File: src/rtl/poly_add_ctrl.sv
// Streams two coefficient banks through an external modular adder and writes
// the sums back in address order: read, one cycle of bank latency, then register.
module poly_add_ctrl #(
    parameter int N  = 256,
    parameter int AW = 8,
    parameter int DW = 12
) (
    input  logic          clk,
    input  logic          rst_n,
    input  logic          start,
    input  logic          abort,
    output logic          busy,
    output logic          done,
    output logic          rd_en,
    output logic [AW-1:0] rd_addr,
    input  logic [DW-1:0] rd_a,
    input  logic [DW-1:0] rd_b,
    output logic [DW-1:0] add_a,
    output logic [DW-1:0] add_b,
    input  logic [DW-1:0] add_res,
    output logic          wr_en,
    output logic [AW-1:0] wr_addr,
    output logic [DW-1:0] wr_data
);

    typedef enum logic [1:0] {IDLE, ISSUE, DRAIN, FIN} state_t;

    // One extra counter bit lets N = 2**AW be expressed without wrapping.
    localparam logic [AW:0] LAST = (AW+1)'(N - 1);

    state_t        state;
    logic [AW:0]   cnt;
    logic          rv;
    logic [AW-1:0] rv_addr;

    assign rd_addr = cnt[AW-1:0];
    assign add_a   = rd_a;
    assign add_b   = rd_b;

    always_ff @(posedge clk or negedge rst_n) begin
        // NOTE: the data path registers are reset too, so every output is defined
        // while rst_n is low rather than only the control bits.
        if (!rst_n) begin
            state   <= IDLE;
            cnt     <= '0;
            busy    <= 1'b0;
            done    <= 1'b0;
            rd_en   <= 1'b0;
            rv      <= 1'b0;
            rv_addr <= '0;
            wr_en   <= 1'b0;
            wr_addr <= '0;
            wr_data <= '0;
        end else begin
            rv      <= rd_en;
            rv_addr <= rd_addr;
            wr_en   <= rv;
            if (rv) begin
                wr_addr <= rv_addr;
                wr_data <= add_res;
            end
            done <= 1'b0;

            if (abort && state != IDLE) begin
                // Kill every pipeline stage so no stale write escapes.
                state <= IDLE;
                busy  <= 1'b0;
                rd_en <= 1'b0;
                rv    <= 1'b0;
                wr_en <= 1'b0;
            end else begin
                case (state)
                    IDLE: begin
                        if (start && !abort) begin
                            state <= ISSUE;
                            busy  <= 1'b1;
                            rd_en <= 1'b1;
                            cnt   <= '0;
                        end
                    end
                    ISSUE: begin
                        if (cnt == LAST) begin
                            rd_en <= 1'b0;
                            state <= DRAIN;
                        end else begin
                            cnt <= cnt + (AW+1)'(1);
                        end
                    end
                    DRAIN: begin
                        if (wr_en && wr_addr == LAST[AW-1:0]) begin
                            state <= FIN;
                            done  <= 1'b1;
                        end
                    end
                    FIN: begin
                        state <= IDLE;
                        busy  <= 1'b0;
                    end
                    default: state <= IDLE;
                endcase
            end
        end
    end

endmodule

File: config.mk
export PLATFORM = sky130hd
export DESIGN_NAME = poly_add_ctrl
export DESIGN_NICKNAME = d
export VERILOG_FILES = /design/src/rtl/poly_add_ctrl.sv
export SDC_FILE = /design/constraint.sdc
export NUM_CORES = 1
export LEC_CHECK = 0
export ABC_CLOCK_PERIOD_IN_PS = 2880
export BUFFER_PORTS_ARGS = -buffer_cell sky130_fd_sc_hd__buf_2
export CORE_MARGIN = 3
export CORE_UTILIZATION = 40
export CTS_CLUSTER_DIAMETER = 120
export DETAILED_ROUTE_END_ITERATION = 7
export HOLD_SLACK_MARGIN = 0.05
export PLACE_DENSITY_LB_ADDON = 0.12
export REMOVE_ABC_BUFFERS = 1
export SLEW_MARGIN = 15
export SYNTH_ARGS = -nofsm -noshare
export SYNTH_HDL_FRONTEND = slang
export SYNTH_SLANG_ARGS = --single-unit
File: constraint.sdc
create_clock -name clk -period 2.88 [get_ports clk]
set_input_delay 0.288 -clock clk [delete_from_list [all_inputs] [get_ports clk]]
set_output_delay 0.288 -clock clk [all_outputs]
set_load 0.02 [all_outputs]
==> results.yml <==
yosys:
  synthMuxAreaShare_pct: 12.3
  synth_area_leader_cell: "dfrtp_1"
  synth_cells: 178
  synth_seq_cells: 44
  yosysMostFrequentCell: "dfrtp_1"
  synth-edff-count: 0
  synth_area_leaders: "dfrtp_1 (53%), buf_4 (12%), mux2_2 (11%), ha_1 (3.6%), a21oi_1 (2.4%)"
  yosys_warnings: 0
  ys_types: 33
  yosys.area_share.adder_pct: 3.59
  yosysSeqAreaShare_pct: 52.7
  yosys-top-cells-count: "dfrtp_1 (44), buf_4 (32), mux2_2 (21)"
  synthFlopType: "dfrtp_1"
  synth-xor-area-share_pct: 0
  syn_avg_cell_area_sq_um: 11.7
  synth_top_family_by_area: "buffers and inverters"
  yosys.area_share.simple_pct: 8.99
  synth_compound_area_share_pct: 8.39
  netlist_area_sq_um: 2090
  async_reset_ff_share_pct: 100
  synth_top_area_share_pct: 52.7
placed_design:
  dpl.hpwl_microns: 3190
  globalplace.congestion: 0.814
  portBuffers: 47
  dpl_cell_area_sq_um: 2140
finish:
  layout.nets: 242
  postLayoutCellArea_sq_um: 2220
  drive_above_1_share_pct: 38.8
  antenna_cells: 0
  area_growth_syn_to_layout_pct: 6.41
clock_network:
  post_cts_buffers: 0
  cts_sinks: 44
  cts_buffers: 5
  clk_path_buf_depth: 2
  cts-root-buf: "clkbuf_8"
  cts_max_level: 2
  ctsHoldBuffers: 0
  tritoncts: "done"
  post_cts_resized: 0
  clkTransAtPathRegs_ns: 0.07
  clock_latency_ns: 0.29
route:
  dr_wl_met2_microns: 1740
  wl_met1_microns: 1900
  via_per_inst: 5.00
  routed_wl_microns: 4220
  drc: 0
  wl_met3_microns: 511
  dr.pass1.iters: 4
  drt_iter0_markers: 43
  antenna_left: 0
  vias: 1314
  avgRoutedWirePerCell_microns: 16.0
  routed.top_layer: "met4"
power_and_ir_drop:
  leakage_nw: 1.10
  powerDensity_nw_per_um2: 989
  combPwrFrac_pct: 38.8
  power_frac_seq_pct: 44.9
  p_int_mw: 1.35
  ir_worst_vdd_mv: 0.340
  p_total_mw: 2.20
  p_switching_mw: 0.846
  clock_power_share_pct: 16.2
  p_sw_share_pct: 38.5
critical_path:
  cp.depth: 8
  crit_slowest_cell: "or4_1"
  path_cells: "and3_1, nand2_1, nor2_1, ha_1, nand2b_1, a211o_1, or4_1, a21oi_1"
  worstSetupPathType: "register to register"
  timing.rr.end: "cnt[5]"
  rr_worst_depth: 8
  reg2reg_slack_ns: 0.47
  critical_path.max_stage_delay_ns: 0.50
  worst-endpoint-required_ns: 3.10
  critPathTopFamily: "simple AND/OR/NAND/NOR gates"
  critPathLaunchType: "register"
  endpoint_kind: "register"
  worstReg2RegStart: "cnt[3]"
  critPathBufInv: 0
  worstPathMaxFanout: 11
  crit_arrival_ns: 2.63
die:
  die_width_microns: 78.3
  dieHeight_microns: 78.3
  rows: 25
  initial_core_util_pct: 42.8
  dieArea_sq_um: 6120
  ioPinCount: 96
  coreArea_sq_um: 4880
hold_path:
  min_path_type: "primary input to asynchronous set/reset pin"
global_route:
  grtUsageTotal_pct: 14.7
  grt_max_degree: 45
  grt_antenna_before_repair: 0
  grt_pass1_wl_microns: 6900
  grt_pass1_vias: 1326
  gr-total-overflow: 0
timing:
  fin_tns_setup_ns: 0
  period_share_pct: 83.8
  final-hold-violation-count: 0
  finalSetupViolCount: 0
  worstMarginPinSlew_ns: 0.939
  fmax_mhz: 414
  skew_ns: 0.00570
  slew_headroom_pct: 37.4
  drv_slew: 0
  rsz0062_at_grt: "no"
  period_minus_slack_ns: 2.41
run_status:
  status: "finished clean"
flow_run:
  cap_violations: 0
-- how the worst max path moves through the flow --
stage / from / to
final: cnt[3] / cnt[5]
after global routing: cnt[3] / cnt[5]
after CTS: cnt[3] / cnt[5]
after detailed placement: cnt[3] / cnt[5]
after global placement: cnt[3] / cnt[5]
after floorplan: cnt[3] / cnt[5]
-- power groups by stage --
stage | Combinational (mW) | Clock [mW] | Sequential (mW)
after floorplan | 0.401 | 0 | 1.16
after global placement | 0.847 | 0 | 0.986
after detailed placement | 0.863 | 0 | 1.00
after CTS | 0.866 | 0.376 | 0.991
after global routing | 0.933 | 0.403 | 1.02
final | 0.853 | 0.356 | 0.988
-- metal layers --
metal	vias up	GRT usage, %
met3	7	9.06
met5	-	0
met4	0	5.24
met1	615	18.8
met2	71	20.3
li1	621	-
-- layout make-up --
type / count / area (sq um)
multi-input combinational: 90 / 694
inverter: 8 / 30.0
timing repair buffer: 47 / 235
tap: 67 / 83.8
clock inverter: 1 / 5.00
sequential: 44 / 1100
fill: 481 / 2660
clock buffer: 6 / 72.6
-- through the flow --
| step | cells | hold WS (ns) | utilization, % | setup WS (ns) |
|---|---|---|---|---|
| floorplan | 142 | -0.00759 | - | 0.587 |
| global placement | 256 | 0.421 | 43.9 | 0.559 |
| detailed placement | 256 | 0.435 | 43.9 | 0.470 |
| CTS | 263 | 0.178 | 45.5 | 0.449 |
| global route | 263 | 0.222 | 45.5 | 0.265 |
| finish | 263 | 0.139 | 45.5 | 0.465 |
-- cells by family after synthesis --
family	Yosys count
multiplexers	23
adder cells (fa/ha/maj)	6
AO/OA/AOI/OAI	26
AND/OR/NAND/NOR	35
buffers and inverters	44
flip-flops	44
-- registers in the layout, indices dropped and copies added (netlist names) --
name     count
busy         1
cnt          9
done         1
rd_en        1
rv           1
rv_addr      8
state        2
wr_addr      8
wr_data     12
wr_en        1
-- cell usage in the layout (no fill, tap or decap), types with 3 or more instances in the layout --
| cell type | n |
|---|---|
| ha_1 | 6 |
| o21ai_0 | 4 |
| dfrtp_1 | 44 |
| nand2_1 | 10 |
| buf_2 | 47 |
| clkbuf_8 | 5 |
| inv_1 | 8 |
| nand3_1 | 4 |
| a21oi_1 | 10 |
| mux2_2 | 21 |
| nor2_1 | 4 |
| nand2b_1 | 3 |
Power figures use the tool's default switching activity.
